--- src/rtl/hid_pkg.sv ---
// Shared definitions for the HID MCU endpoint: command codes, status ID
// bytes and the quadrature gray-code step helpers.
package hid_pkg;

    typedef enum logic [7:0] {
        CMD_STATUS = 8'd0,
        CMD_KEY    = 8'd1,
        CMD_MOUSE  = 8'd2,
        CMD_JOY    = 8'd3,
        CMD_RATE   = 8'd4
    } cmd_e;

    localparam logic [7:0] STATUS_ID0 = 8'h5c;
    localparam logic [7:0] STATUS_ID1 = 8'h42;

    // Forward quadrature sequence 00 -> 01 -> 11 -> 10 -> 00
    function automatic logic [1:0] gray_fwd(input logic [1:0] g);
        logic [1:0] n;
        case (g)
            2'b00:   n = 2'b01;
            2'b01:   n = 2'b11;
            2'b11:   n = 2'b10;
            default: n = 2'b00;
        endcase
        return n;
    endfunction

    // Reverse quadrature sequence 00 -> 10 -> 11 -> 01 -> 00
    function automatic logic [1:0] gray_rev(input logic [1:0] g);
        logic [1:0] n;
        case (g)
            2'b00:   n = 2'b10;
            2'b10:   n = 2'b11;
            2'b11:   n = 2'b01;
            default: n = 2'b00;
        endcase
        return n;
    endfunction

endpackage

--- src/rtl/hid_quad_axis.sv ---
// One mouse axis: saturating signed motion accumulator that drains one
// count per divider tick and emits the matching quadrature gray pair.
module hid_quad_axis
    import hid_pkg::*;
#(
    parameter int CNT_W = 10
) (
    input  logic       clk,
    input  logic       rst_n,
    input  logic       add_en,
    input  logic [7:0] delta,
    input  logic       tick,
    output logic [1:0] q
);

    // Two guard bits hold acc + delta + step without overflow before saturation
    localparam int SUM_W = CNT_W + 2;
    localparam logic signed [SUM_W-1:0] SUM_MAX = $signed({3'b000, {(CNT_W-1){1'b1}}});
    localparam logic signed [SUM_W-1:0] SUM_MIN = $signed({3'b111, {(CNT_W-1){1'b0}}});

    logic signed [CNT_W-1:0] acc_q, acc_d;
    logic [1:0]              q_q, q_d;
    logic                    acc_pos, acc_neg;
    logic signed [SUM_W-1:0] acc_ext, delta_ext, step_ext, sum;

    function automatic logic signed [CNT_W-1:0] sat(input logic signed [SUM_W-1:0] v);
        logic signed [SUM_W-1:0] r;
        if (v > SUM_MAX)      r = SUM_MAX;
        else if (v < SUM_MIN) r = SUM_MIN;
        else                  r = v;
        return $signed(r[CNT_W-1:0]);
    endfunction

    // Step direction comes from the pre-add value, so a coincident add and
    // tick merge into one update: acc + delta - sign(acc).
    always_comb begin
        acc_neg   = acc_q[CNT_W-1];
        acc_pos   = !acc_neg && (acc_q != '0);
        acc_ext   = {{2{acc_q[CNT_W-1]}}, acc_q};
        delta_ext = add_en ? {{(SUM_W-8){delta[7]}}, delta} : '0;
        step_ext  = '0;
        q_d       = q_q;
        if (tick && acc_pos) begin
            step_ext = '1;
            q_d      = gray_fwd(q_q);
        end else if (tick && acc_neg) begin
            step_ext = {{(SUM_W-1){1'b0}}, 1'b1};
            q_d      = gray_rev(q_q);
        end
        sum   = acc_ext + delta_ext + step_ext;
        acc_d = sat(sum);
    end

    // Accumulator and gray output registers
    always_ff @(posedge clk or negedge rst_n) begin
        if (!rst_n) begin
            acc_q <= '0;
            q_q   <= 2'b00;
        end else begin
            acc_q <= acc_d;
            q_q   <= q_d;
        end
    end

    assign q = q_q;

endmodule

--- src/rtl/hid_mcu_if.sv ---
// HID endpoint on the MCU byte link: frame parser feeding keyboard matrix,
// joystick ports, mouse buttons/axes and the mouse step-rate divider.
module hid_mcu_if
    import hid_pkg::*;
#(
    parameter int KBD_ROWS  = 15,
    parameter int JOY_COUNT = 2,
    parameter int CNT_W     = 10,
    parameter int DIV_W     = 14,
    parameter int DIV_RESET = 16383
) (
    input  logic                    clk,
    input  logic                    reset_n,
    input  logic                    data_in_strobe,
    input  logic                    data_in_start,
    input  logic [7:0]              data_in,
    output logic [7:0]              data_out,
    output logic [KBD_ROWS*8-1:0]   keyboard,
    output logic [JOY_COUNT*8-1:0]  joystick,
    output logic [2:0]              mouse_btn,
    output logic [1:0]              mouse_x,
    output logic [1:0]              mouse_y,
    output logic                    kbd_event
);

    localparam logic [DIV_W-1:0] DIV_INIT = DIV_RESET[DIV_W-1:0];
    localparam logic [DIV_W-1:0] DIV_ONE  = {{(DIV_W-1){1'b0}}, 1'b1};

    logic [1:0]              rst_sync_q, rst_sync_d;
    logic                    rst_n_int;

    logic [7:0]              cmd_q, cmd_d;
    logic [3:0]              idx_q, idx_d;
    logic [7:0]              dout_q, dout_d;
    logic [KBD_ROWS*8-1:0]   kbd_q, kbd_d;
    logic [JOY_COUNT*8-1:0]  joy_q, joy_d;
    logic [7:0]              dev_q, dev_d;
    logic [2:0]              btn_q, btn_d;
    logic                    kbd_event_q, kbd_event_d;
    logic [7:0]              rate_lo_q, rate_lo_d;
    logic [DIV_W-1:0]        reload_q, reload_d;
    logic [DIV_W-1:0]        div_q, div_d;
    logic [DIV_W-1:0]        rate_full;
    logic                    tick;
    logic                    add_x, add_y;

    // Reset asserts immediately, releases two clocks after reset_n rises
    always_comb rst_sync_d = {rst_sync_q[0], 1'b1};

    // Reset synchroniser
    always_ff @(posedge clk or negedge reset_n) begin
        if (!reset_n) rst_sync_q <= 2'b00;
        else          rst_sync_q <= rst_sync_d;
    end

    assign rst_n_int = rst_sync_q[1];

    // Frame parser: start byte loads the command, later bytes act on it by index
    always_comb begin
        cmd_d       = cmd_q;
        idx_d       = idx_q;
        dout_d      = dout_q;
        kbd_d       = kbd_q;
        joy_d       = joy_q;
        dev_d       = dev_q;
        btn_d       = btn_q;
        rate_lo_d   = rate_lo_q;
        reload_d    = reload_q;
        kbd_event_d = 1'b0;
        add_x       = 1'b0;
        add_y       = 1'b0;
        rate_full   = '0;
        if (data_in_strobe && data_in_start) begin
            cmd_d = data_in;
            idx_d = 4'd1;
        end else if (data_in_strobe && (idx_q != 4'd0)) begin
            idx_d = (idx_q == 4'd15) ? idx_q : idx_q + 4'd1;
            case (cmd_q)
                CMD_STATUS: begin
                    case (idx_q)
                        4'd1:    dout_d = STATUS_ID0;
                        4'd2:    dout_d = STATUS_ID1;
                        4'd3:    dout_d = 8'(JOY_COUNT);
                        4'd4:    dout_d = 8'(KBD_ROWS);
                        default: dout_d = dout_q;
                    endcase
                end
                CMD_KEY: begin
                    // Rows outside the matrix match no loop entry, so no write and no pulse
                    for (int r = 0; r < KBD_ROWS; r++) begin
                        for (int c = 0; c < 8; c++) begin
                            if ((data_in[3:0] == 4'(r)) && (data_in[6:4] == 3'(c))) begin
                                kbd_d[r*8+c] = data_in[7];
                                kbd_event_d  = 1'b1;
                            end
                        end
                    end
                end
                CMD_MOUSE: begin
                    case (idx_q)
                        4'd1:    btn_d = data_in[2:0];
                        4'd2:    add_x = 1'b1;
                        4'd3:    add_y = 1'b1;
                        default: btn_d = btn_q;
                    endcase
                end
                CMD_JOY: begin
                    if (idx_q == 4'd1) begin
                        dev_d = data_in;
                    end else if (idx_q == 4'd2) begin
                        for (int j = 0; j < JOY_COUNT; j++) begin
                            if (dev_q == 8'(j)) joy_d[j*8 +: 8] = data_in;
                        end
                    end
                end
                CMD_RATE: begin
                    if (idx_q == 4'd1) begin
                        rate_lo_d = data_in;
                    end else if (idx_q == 4'd2) begin
                        rate_full = {data_in[DIV_W-9:0], rate_lo_q};
                        reload_d  = (rate_full == '0) ? DIV_ONE : rate_full;
                    end
                end
                default: cmd_d = cmd_q;
            endcase
        end
    end

    // Free-running step divider; a new reload is picked up at the next tick
    always_comb begin
        tick  = (div_q == '0);
        div_d = tick ? reload_q : div_q - DIV_ONE;
    end

    // Parser, output and divider registers
    always_ff @(posedge clk or negedge rst_n_int) begin
        if (!rst_n_int) begin
            cmd_q       <= 8'h00;
            idx_q       <= 4'd0;
            dout_q      <= 8'h00;
            kbd_q       <= '1;
            joy_q       <= '0;
            dev_q       <= 8'h00;
            btn_q       <= 3'b000;
            kbd_event_q <= 1'b0;
            rate_lo_q   <= 8'h00;
            reload_q    <= DIV_INIT;
            div_q       <= DIV_INIT;
        end else begin
            cmd_q       <= cmd_d;
            idx_q       <= idx_d;
            dout_q      <= dout_d;
            kbd_q       <= kbd_d;
            joy_q       <= joy_d;
            dev_q       <= dev_d;
            btn_q       <= btn_d;
            kbd_event_q <= kbd_event_d;
            rate_lo_q   <= rate_lo_d;
            reload_q    <= reload_d;
            div_q       <= div_d;
        end
    end

    hid_quad_axis #(.CNT_W(CNT_W)) u_axis_x (
        .clk    (clk),
        .rst_n  (rst_n_int),
        .add_en (add_x),
        .delta  (data_in),
        .tick   (tick),
        .q      (mouse_x)
    );

    hid_quad_axis #(.CNT_W(CNT_W)) u_axis_y (
        .clk    (clk),
        .rst_n  (rst_n_int),
        .add_en (add_y),
        .delta  (data_in),
        .tick   (tick),
        .q      (mouse_y)
    );

    assign data_out  = dout_q;
    assign keyboard  = kbd_q;
    assign joystick  = joy_q;
    assign mouse_btn = btn_q;
    assign kbd_event = kbd_event_q;

endmodule

--- config.mk ---
export PLATFORM = sky130hd
export DESIGN_NAME = hid_mcu_if
export DESIGN_NICKNAME = d
export VERILOG_FILES = /design/src/rtl/hid_pkg.sv /design/src/rtl/hid_quad_axis.sv /design/src/rtl/hid_mcu_if.sv
export SDC_FILE = /design/constraint.sdc
export NUM_CORES = 1
export LEC_CHECK = 0
export ABC_AREA = 1
export BUFFER_PORTS_ARGS = -buffer_cell sky130_fd_sc_hd__buf_2
export CORE_MARGIN = 3
export CORE_UTILIZATION = 50
export CTS_BUF_LIST = sky130_fd_sc_hd__clkbuf_8
export CTS_CLUSTER_SIZE = 24
export DETAILED_ROUTE_END_ITERATION = 16
export PLACE_DENSITY = 0.71
export SLEW_MARGIN = 10
export SYNTH_ARGS = -nofsm -noshare
export SYNTH_HDL_FRONTEND = slang
export SYNTH_SLANG_ARGS = --single-unit
--- constraint.sdc ---
create_clock -name clk -period 7.7 [get_ports clk]
set_input_delay 1.54 -clock clk [delete_from_list [all_inputs] [get_ports clk]]
set_output_delay 1.54 -clock clk [all_outputs]
set_load 0.01 [all_outputs]
==> impl_metrics.yaml, run 1 <==
global_route:
  globalRouteOverflowTotal: 0
  grt_pass1_wl_mm: 49.3
  antenna_found_initial: 0
  grt_pass1_vias: 9505
  grt_max_degree: 117
  grtUsageTotal_pct: 24.4
yosys:
  synth_async_sr_flop_share_pct: 100
  seq_area_frac_synth_pct: 50.6
  synth.avg_cell_area_um2: 8.60
  ys_ff_latch: 227
  synth_edf_count: 0
  syn-cell-area_um2: 11600
  yosys_warnings: 0
  synth_top_cell_by_area: "dfstp_2"
  synthFlopType: "dfstp_2"
  synth_top_cell_area_share_pct: 33.6
  synthCells: 1348
  synth.area.top_cells: "dfstp_2 34%, dfrtp_1 17%, nand2_1 12%, nand4_1 7.2%, o21ai_1 4.8%"
  synth.distinct_cells: 34
die:
  initial_utilization_pct: 51.0
  die_area_um2: 25000
  die_h_um: 158
  ios: 164
  core-area_um2: 22700
  rows: 55
  die_x_um: 158
power_and_ir_drop:
  p_int_mw: 2.07
  p_sw_mw: 0.991
  clockPowerShare_pct: 35.5
  vdd_drop_max_mv: 0.142
  powerDensity_nw_per_um2: 229
  seqPwrFrac_pct: 44.2
  p_sw_share_pct: 32.4
  p_leak_nw: 6.39
  p_comb_share_pct: 20.4
clocking:
  cts_buffers: 40
  cts-root-buf: "clkbuf_8"
  cts.sinks: 227
  htreeDepth: 2
  hold_buffers: 0
  clock_path_buffers: 3
  clock_latency_ns: 0.54
  postCtsSetupRepairBufs: 0
  path_clk_slew_ns: 0.06
  cts_tree: "built"
  cts_resized: 0
hold_path:
  hold_class: "reg2reg"
timing:
  finalCritPeriodShare_pct: 65.4
  drv_slew: 0
  tns_ns: 0
  min_period_ns: 5.04
  tightest_slew_ns: 1.15
  fmax_mhz: 198
  max_slew_margin_pct: 23.5
  hold_viol: 0
  fin_skew_ns: 0.0242
  setup_viol: 0
  rsz0062_at_grt: "no"
placement:
  portBuffers: 161
  place_congestion: 0.899
  dp_hpwl_mm: 20.6
final_layout:
  post-route-util_pct: 58.8
  drive_above_1_share_pct: 26.0
  fillCellCount: 2045
  antenna_cells: 0
  syn_to_final_growth_pct: 15.2
  nets: 1565
drt:
  via_per_inst: 5.44
  vias: 9907
  antenna_left: 0
  drt-initial-drc-count: 749
  firstDrtPassIters: 5
  wire_per_inst_um: 16.7
  remaining_drc_errors: 0
  drt_wl_total_mm: 30.5
setup_path:
  critPathKind: "reg2reg"
  critPathLaunchType: "flip-flop"
  critical_path.max_fanout: 9
  cp-end-kind: "flip-flop"
  worst_ep_arrival_time_ns: 5.50
  cp.required_ns: 8.16
outcome:
  status: "finished clean"
job:
  cap_viol_max_count: 0
[through the flow]
step | area, um^2 | total power [mW] | hold slack [ns] | cells | worst slack (ns)
6_report | 13300 | 3.06 | 0.347 | 1821 | 2.66
5_1_grt | 13300 | 3.24 | 0.373 | 1821 | 2.16
4_1_cts | 13300 | 3.08 | 0.349 | 1821 | 2.59
3_5_place_dp | 12600 | 1.99 | 0.337 | 1749 | 2.22
3_3_place_gp | 12600 | 1.97 | 0.332 | 1749 | 2.33
2_1_floorplan | 11600 | 1.82 | 0.331 | 1349 | 1.16
[cell families (layout without fill, tap and decap cells)]
family	Yosys count	in the layout	share of synthesized area, %
compound gates	202	202	8.88
xor+xnor	24	24	1.81
fa+ha+maj	47	47	6.50
buf+inv	200	387	7.15
flops	227	227	50.6
other cells	2	3	0.0648
simple gates	646	646	25.0
[per-layer routing]
layer  part of all wire (%)  global-route usage, %  vias up
met1                     45                   35.3     4751
li1                       -                      -     4785
met4                    2.8                   8.28        0
met2                     46                   37.4      309
met3                    6.4                   4.57       62
met5                      0                      0        -
[final cells by class]
class | instances | area [um^2] | share of cell area [%]
clock buffers | 50 | 688 | 5.16
clock inverters | 22 | 101 | 0.759
inverters | 143 | 538 | 4.03
multi-input cells | 922 | 4900 | 36.7
flip-flops and latches | 227 | 5870 | 44.0
well taps | 285 | 357 | 2.67
repair buffers | 172 | 888 | 6.66
[worst max-delay path, stage by stage (launching register included)]
cell and delay, ns:
dfstp_2 0.37, inv_1 0.08, ha_1 0.21, nand2_1 0.12, nor2_1 0.25, nand2_1 0.14, inv_1 0.09, nand4_1 0.09
nor2_1 0.40, nand3_1 0.71, fa_1 0.77, inv_1 0.04, ha_1 0.25, fa_1 0.44, nand3_1 0.11, nand3_1 0.10
nand2_1 0.10, nand2_1 0.05, nand2_1 0.07, nand2_1 0.05, inv_1 0.08, nand2_1 0.05, nand2_1 0.22, nand2_1 0.09
nand2_1 0.07
[final timing paths]
| kind | from | endpoint | slack (ns) | cells after the start |
|---|---|---|---|---|
| setup / recovery | div_q[0]$_DFF_PN1_ | u_axis_x.acc_q[1]$_DFF_PN0_ | 2.66 | 24 |
| min in group asynchronous | rst_sync_q[1]$_DFF_PN0_ | idx_q[2]$_DFFE_PN0P_ | 0.45 | 0 |
| hold / removal | rst_sync_q[0]$_DFF_PN0_ | rst_sync_q[1]$_DFF_PN0_ | 0.35 | 0 |
| hold reg to reg | rst_sync_q[0]$_DFF_PN0_ | rst_sync_q[1]$_DFF_PN0_ | 0.35 | 0 |
| max in group asynchronous | rst_sync_q[1]$_DFF_PN0_ | data_out[4]$_DFFE_PN0P_ | 5.75 | 1 |
| setup reg to reg | div_q[0]$_DFF_PN1_ | u_axis_x.acc_q[1]$_DFF_PN0_ | 2.66 | 24 |
[state kept, by name, indices dropped and copies added, names as in the netlist]
| signal | flops |
|---|---|
| dev_q | 8 |
| cmd_q | 8 |
| idx_q | 4 |
| u_axis_x.acc_q | 10 |
| u_axis_y.acc_q | 10 |
| reload_q | 14 |
| mouse_btn | 3 |
| data_out | 5 |
| rst_sync_q | 2 |
| u_axis_y.q | 2 |
| rate_lo_q | 8 |
| div_q | 14 |
| u_axis_x.q | 2 |
| joystick | 16 |
| keyboard | 120 |
| kbd_event | 1 |
[cell usage after synthesis (2+ instances only)]
cell type / n
dfstp_2: 148
o21ai_0: 64
inv_1: 138
nor3_2: 3
nand2_1: 369
nor3_1: 8
buf_4: 14
o21ai_1: 112
nand4_1: 134
o21bai_2: 2
ha_1: 25
inv_2: 4
buf_2: 20
xor2_1: 4
nand3b_1: 2
nor4_1: 4
fa_1: 22
nor2_4: 2
clkbuf_1: 22
xnor2_1: 20
nor2_1: 86
a21oi_1: 21
o21a_1: 2
nand3_1: 33
conb_1: 2
dfrtp_1: 79
[power by group through the flow]
stage / Combinational [mW] / Sequential (mW) / Clock, mW
CTS: 0.623 / 1.35 / 1.10
detailed placement: 0.619 / 1.37 / 0
finish: 0.623 / 1.35 / 1.08
global placement: 0.605 / 1.37 / 0
global route: 0.710 / 1.36 / 1.17
floorplan: 0.453 / 1.37 / 0
[cells in the final DEF (no fill, tap or decap)]
cell type   count
clkinv_1        1
xor2_1          4
nand4_2         1
fa_1           22
nor3_1          8
buf_4          11
a31oi_1         1
nor4_1          4
nor2_2          3
inv_6           1
dfrtp_1        78
ha_1           25
nor3_2          3
nand3b_1        2
nor2_1         84
nand2_2         1
dfrtp_4         1
conb_1          3
nor2_4          2
o21a_1          2
nand3_1        33
dfstp_2       148
clkinvlp_4      1
inv_2           4
nor3_4          1
a21oi_1        21
nand2_1       369
xnor2_1        20
buf_2         161
clkbuf_8       50
clkinv_2        9
nand4_1       134
inv_1         149
o21ai_0        64
o21bai_2        2
nand3_2         1
o21ai_1       112
(Power assumes the default switching activity.)
==> run 2, diff against run 1 <==
==> constraint.sdc (replaced) <==
create_clock -name clk -period 5.2 [get_ports clk]
set_input_delay 1.04 -clock clk [delete_from_list [all_inputs] [get_ports clk]]
set_output_delay 1.04 -clock clk [all_outputs]
set_load 0.01 [all_outputs]
==> run 2 against run 1 <==
Sequential power grew 48%. Clock power is 55% higher. Utilization grew 0.29 points. Non-clock buffer count is 2 higher.
==> impl_metrics.yaml, run 2 (same netlist as run 1, synthesis figures left out) <==
die:
  ios: 164
  die_h_um: 158
  core-area_um2: 22700
  rows: 55
  die_x_um: 158
  die_area_um2: 25000
  initial_utilization_pct: 51.0
power_and_ir_drop:
  p_sw_mw: 1.48
  powerDensity_nw_per_um2: 343
  seqPwrFrac_pct: 43.6
  p_sw_share_pct: 32.2
  vdd_drop_max_mv: 0.205
  p_int_mw: 3.12
  clockPowerShare_pct: 36.4
  p_comb_share_pct: 20.1
  p_leak_nw: 6.43
setup_path:
  cp.required_ns: 5.68
  cp_common_cell: "nand2_1"
  worst_ep_arrival_time_ns: 4.71
  r2r_setup_slack_ns: 0.97
  crit_path_start: "div_q[0]$_DFF_PN1_"
  rr_endpoint: "u_axis_x.acc_q[6]$_DFF_PN0_"
  critPathLaunchType: "flip-flop"
  critical_path.max_fanout: 9
  setup.worst_path.end: "u_axis_x.acc_q[6]$_DFF_PN0_"
  critical_path.max_stage_delay_ns: 0.55
  rr_worst_depth: 26
  cp-end-kind: "flip-flop"
  crit_slowest_cell: "fa_1"
  critPathKind: "reg2reg"
  worstReg2RegStart: "div_q[0]$_DFF_PN1_"
placement:
  pre_cts_ws_ns: 0.799
  place_congestion: 0.907
  portBuffers: 161
  dp_hpwl_mm: 20.3
drt:
  via_per_inst: 5.34
  vias: 9732
  antenna_left: 0
  remaining_drc_errors: 0
  firstDrtPassIters: 5
  wire_per_inst_um: 16.6
  drt-initial-drc-count: 844
  drt_wl_total_mm: 30.3
timing:
  setup_ws_ns: 0.975
  fin_skew_ns: 0.0185
  hold_viol: 0
  min_period_ns: 4.23
  rsz0062_at_grt: "no"
  drv_slew: 0
  tightest_slew_ns: 1.06
  setup_viol: 0
  tns_ns: 0
  fmax_mhz: 237
  max_slew_margin_pct: 29.2
  finalCritPeriodShare_pct: 81.3
global_route:
  grt_pass1_vias: 9148
  grt_max_degree: 104
  grtUsageTotal_pct: 24.0
  grt_pass1_wl_mm: 48.2
  globalRouteOverflowTotal: 0
  antenna_found_initial: 0
job:
  cap_viol_max_count: 0
clocking:
  postCtsSetupRepairBufs: 0
  path_clk_slew_ns: 0.06
  clock_latency_ns: 0.55
  cts_resized: 0
  cts.sinks: 227
  clock_path_buffers: 3
  hold_buffers: 0
  htreeDepth: 2
  cts_buffers: 40
  cts_tree: "built"
  cts-root-buf: "clkbuf_8"
hold_path:
  hold_class: "in2async"
final_layout:
  nets: 1567
  drive_above_1_share_pct: 26.2
  antenna_cells: 0
  largest_reg_flops: 120
  syn_to_final_growth_pct: 15.7
  layout_commonest_cell: "nand2_1"
  layout_common_cells: "369 x nand2_1, 161 x buf_2, 151 x inv_1, 148 x dfstp_2, 134 x nand4_1"
outcome:
  status: "finished clean"
run 2: changes by cell type in the layout (fill, tap and decap cells not counted), sizes merged:
cell / previous run / this run
buf: 172 / 174
bufinv: 0 / 1
clkinv: 10 / 8
clkinvlp: 1 / 0
inv: 154 / 157
run 2: worst max-delay path: cells and delay by family (launching register included):
kind / cells / cell delay, ns
adders and majority gates: 4 / 1.44
buffers and inverters: 6 / 0.64
DFF: 1 / 0.37
and+or+nand+nor: 16 / 1.72
run 2: metal layers:
layer	up-vias	wire length, um	global-route usage (%)
li1	4785	-	-
met1	4577	13700	35.4
met2	315	13800	35.7
met3	55	1990	4.32
met4	0	872	9.01
met5	-	0	0
run 2: power by group through the flow:
stage	sequential, mW	combinational, mW	clock [mW]
floorplan	2.02	0.670	0
global placement	2.02	0.896	0
detailed placement	2.03	0.914	0
CTS	2.00	0.918	1.70
global route	2.02	1.06	1.78
finish	2.00	0.922	1.67
run 2: metrics by stage:
step / hold slack, ns / total power [mW] / cells / util (%) / area (um^2)
after global routing: 0.251 / 4.86 / 1824 / 59.1 / 13400
final: 0.268 / 4.60 / 1824 / 59.1 / 13400
after CTS: 0.247 / 4.62 / 1824 / 59.1 / 13400
after detailed placement: 0.336 / 2.94 / 1751 / 55.4 / 12600
after floorplan: 0.331 / 2.69 / 1349 / - / 11600
after global placement: 0.342 / 2.92 / 1751 / 55.4 / 12600
run 2: final cells by class:
class                           instances  area [um^2]
Clock buffer                           50          688
Clock inverter                         23          135
Fill cell                            2045         9300
Inverter                              143          538
Multi-Input combinational cell        922         4910
Sequential cell                       227         5870
Tap cell                              285          357
Timing Repair Buffer                  174          916
run 2: worst min path at each step:
stage                         endpoint                    start  cells after the start
2_1_floorplan  rst_sync_q[1]$_DFF_PN0_  rst_sync_q[0]$_DFF_PN0_                      0
3_3_place_gp   rst_sync_q[1]$_DFF_PN0_  rst_sync_q[0]$_DFF_PN0_                      0
3_5_place_dp   rst_sync_q[1]$_DFF_PN0_  rst_sync_q[0]$_DFF_PN0_                      0
4_1_cts        rst_sync_q[1]$_DFF_PN0_                  reset_n                      1
5_1_grt        rst_sync_q[1]$_DFF_PN0_                  reset_n                      1
6_report       rst_sync_q[1]$_DFF_PN0_                  reset_n                      1
==> run 3, diff against run 2 <==
==> constraint.sdc (replaced) <==
create_clock -name clk -period 3.9 [get_ports clk]
set_input_delay 0.78 -clock clk [delete_from_list [all_inputs] [get_ports clk]]
set_output_delay 0.78 -clock clk [all_outputs]
set_load 0.01 [all_outputs]
==> run 3 against run 2 <==
Final cell count up 0.93%. Register-to-register slack worse by 0.72 ns. Sequential share of layout area shrank 1.2 points. Total power up 36%. Worst setup slack got worse by 0.72 ns.
==> impl_metrics.yaml, run 3 (same netlist as run 1, synthesis figures left out) <==
placement:
  place_congestion: 0.931
  dp_hpwl_mm: 20.9
  portBuffers: 161
  place_inst: 1766
power_and_ir_drop:
  p_sw_mw: 2.04
  p_sw_share_pct: 32.6
  seqPwrFrac_pct: 42.4
  vdd_drop_max_mv: 0.249
  clockPowerShare_pct: 34.6
  p_comb_share_pct: 22.9
  p_int_mw: 4.22
  p_total_mw: 6.26
  powerDensity_nw_per_um2: 454
  p_leak_nw: 6.53
global_route:
  globalRouteOverflowTotal: 0
  grt_max_degree: 112
  grtUsageTotal_pct: 24.7
  grt_pass1_wl_mm: 50.0
  antenna_found_initial: 0
  grt_pass1_vias: 9637
drt:
  antenna_left: 0
  wire_per_inst_um: 17.0
  drt_wl_total_mm: 31.3
  firstDrtPassIters: 5
  vias: 10100
  drt-initial-drc-count: 680
  via_per_inst: 5.48
  remaining_drc_errors: 0
die:
  die_area_um2: 25000
  die_h_um: 158
  die_x_um: 158
  ios: 164
  initial_utilization_pct: 51.0
  core-area_um2: 22700
  rows: 55
setup_path:
  rr_worst_depth: 20
  critical_path.max_fanout: 6
  cp.required_ns: 4.31
  worst_ep_arrival_time_ns: 4.05
  r2r_setup_slack_ns: 0.26
  critPathLaunchType: "flip-flop"
  crit_path_start: "idx_q[0]$_DFFE_PN0P_"
  worstReg2RegStart: "idx_q[0]$_DFFE_PN0P_"
  setup.worst_path.end: "u_axis_y.acc_q[8]$_DFF_PN0_"
  critPathKind: "reg2reg"
  rr_endpoint: "u_axis_y.acc_q[8]$_DFF_PN0_"
  cp-end-kind: "flip-flop"
timing:
  hold_viol: 0
  whs_ns: 0.357
  fmax_mhz: 274
  min_period_ns: 3.64
  drv_slew: 0
  setup_viol: 0
  max_slew_margin_pct: 20.7
  fin_skew_ns: 0.0276
  finalCritPeriodShare_pct: 93.5
  tightest_slew_ns: 1.19
clocking:
  cts-root-buf: "clkbuf_8"
  htreeDepth: 2
  cts_tree: "built"
  cts_buffers: 40
  path_clk_slew_ns: 0.06
  clock_latency_ns: 0.55
  cts.sinks: 227
  clock_path_buffers: 3
final_layout:
  post-route-util_pct: 60.8
  nets: 1591
  syn_to_final_growth_pct: 19.1
  antenna_cells: 0
  layout_commonest_cell: "nand2_1"
  fin_cells: 1841
  layout_common_cells: "357 x nand2_1, 161 x buf_2, 148 x inv_1, 148 x dfstp_2, 134 x nand4_1"
  largest_reg_flops: 120
  drive_above_1_share_pct: 29.2
outcome:
  status: "finished clean"
hold_path:
  hold_class: "reg2reg"
job:
  cap_viol_max_count: 0
## run 3: cell count changes in the layout (fill, tap and decap cells not counted), moves of 5 or more
cell / before / now
nand2_1: 369 / 357
ha_1: 25 / 14
buf_4: 12 / 27
ha_4: 0 / 6
ha_2: 0 / 5
nand2_2: 1 / 11
## run 3: per-layer routing
| metal | share of wire, % | global-route usage [%] |
|---|---|---|
| met2 | 46 | 37.2 |
| met5 | 0 | 0 |
| met1 | 44 | 35.9 |
| met3 | 6.6 | 5.08 |
| met4 | 3.1 | 8.68 |
## run 3: area by class of cell
type                            count  area (um^2)
Fill cell                        1992         8910
Clock buffer                       46          633
Tap cell                          285          357
Sequential cell                   227         5870
Timing Repair Buffer              194         1100
Multi-Input combinational cell    926         5160
Clock inverter                     20          145
Inverter                          143          538
## run 3: power by group through the flow
stage                     Combinational [mW]  Sequential [mW]  Clock [mW]
after floorplan                        0.893             2.70           0
after global placement                  1.21             2.69           0
after detailed placement                1.25             2.70           0
after CTS                               1.28             2.66        2.22
after global routing                    1.63             2.68        2.33
final                                   1.44             2.66        2.17
## run 3: how the worst min path moves through the flow
| stage | start | cells after the start | slack (ns) | end |
|---|---|---|---|---|
| after floorplan | rst_sync_q[0]$_DFF_PN0_ | 0 | 0.33 | rst_sync_q[1]$_DFF_PN0_ |
| after global placement | rst_sync_q[0]$_DFF_PN0_ | 0 | 0.34 | rst_sync_q[1]$_DFF_PN0_ |
| after detailed placement | rst_sync_q[0]$_DFF_PN0_ | 0 | 0.35 | rst_sync_q[1]$_DFF_PN0_ |
| after CTS | rst_sync_q[0]$_DFF_PN0_ | 0 | 0.36 | rst_sync_q[1]$_DFF_PN0_ |
| after global routing | rst_sync_q[0]$_DFF_PN0_ | 0 | 0.36 | rst_sync_q[1]$_DFF_PN0_ |
| final | rst_sync_q[0]$_DFF_PN0_ | 0 | 0.36 | rst_sync_q[1]$_DFF_PN0_ |
## run 3: metrics by stage
| step | cell area [um^2] | setup slack, ns | TNS [ns] |
|---|---|---|---|
| CTS | 13500 | 0.0566 | 0 |
| global placement | 12700 | -0.0418 | -0.341 |
| global route | 13800 | -0.122 | -1.24 |
| detailed placement | 12700 | -0.124 | -1.57 |
| finish | 13800 | 0.255 | 0 |
| floorplan | 11600 | -0.211 | -3.67 |
## run 3: worst max-delay path: stages, from the launching register on
cell and delay, ns:
dfrtp_1 0.34, inv_1 0.08, ha_1 0.21, nand2_1 0.09, nand2_1 0.10, nor2_4 0.10, inv_1 0.13, nor3_4 0.30
nand2_1 0.26, fa_1 0.56, inv_1 0.04, ha_1 0.35, nand2_1 0.12, inv_1 0.05, a21oi_1 0.17, nand2_1 0.07
nand2_1 0.08, nand2_1 0.07, nand2_2 0.14, o21bai_4 0.17, nand2_1 0.08
## run 3: repair_timing
item / 4_1_cts / 5_1_grt
hold endpoints to repair: 2 / 0
setup endpoints to repair: 18 / 18
pin swaps: 0 / 9
gates resized for setup: 8 / 43
cloned: 0 / 4
setup buffers: 0 / 4
hold buffers: 1 / 0
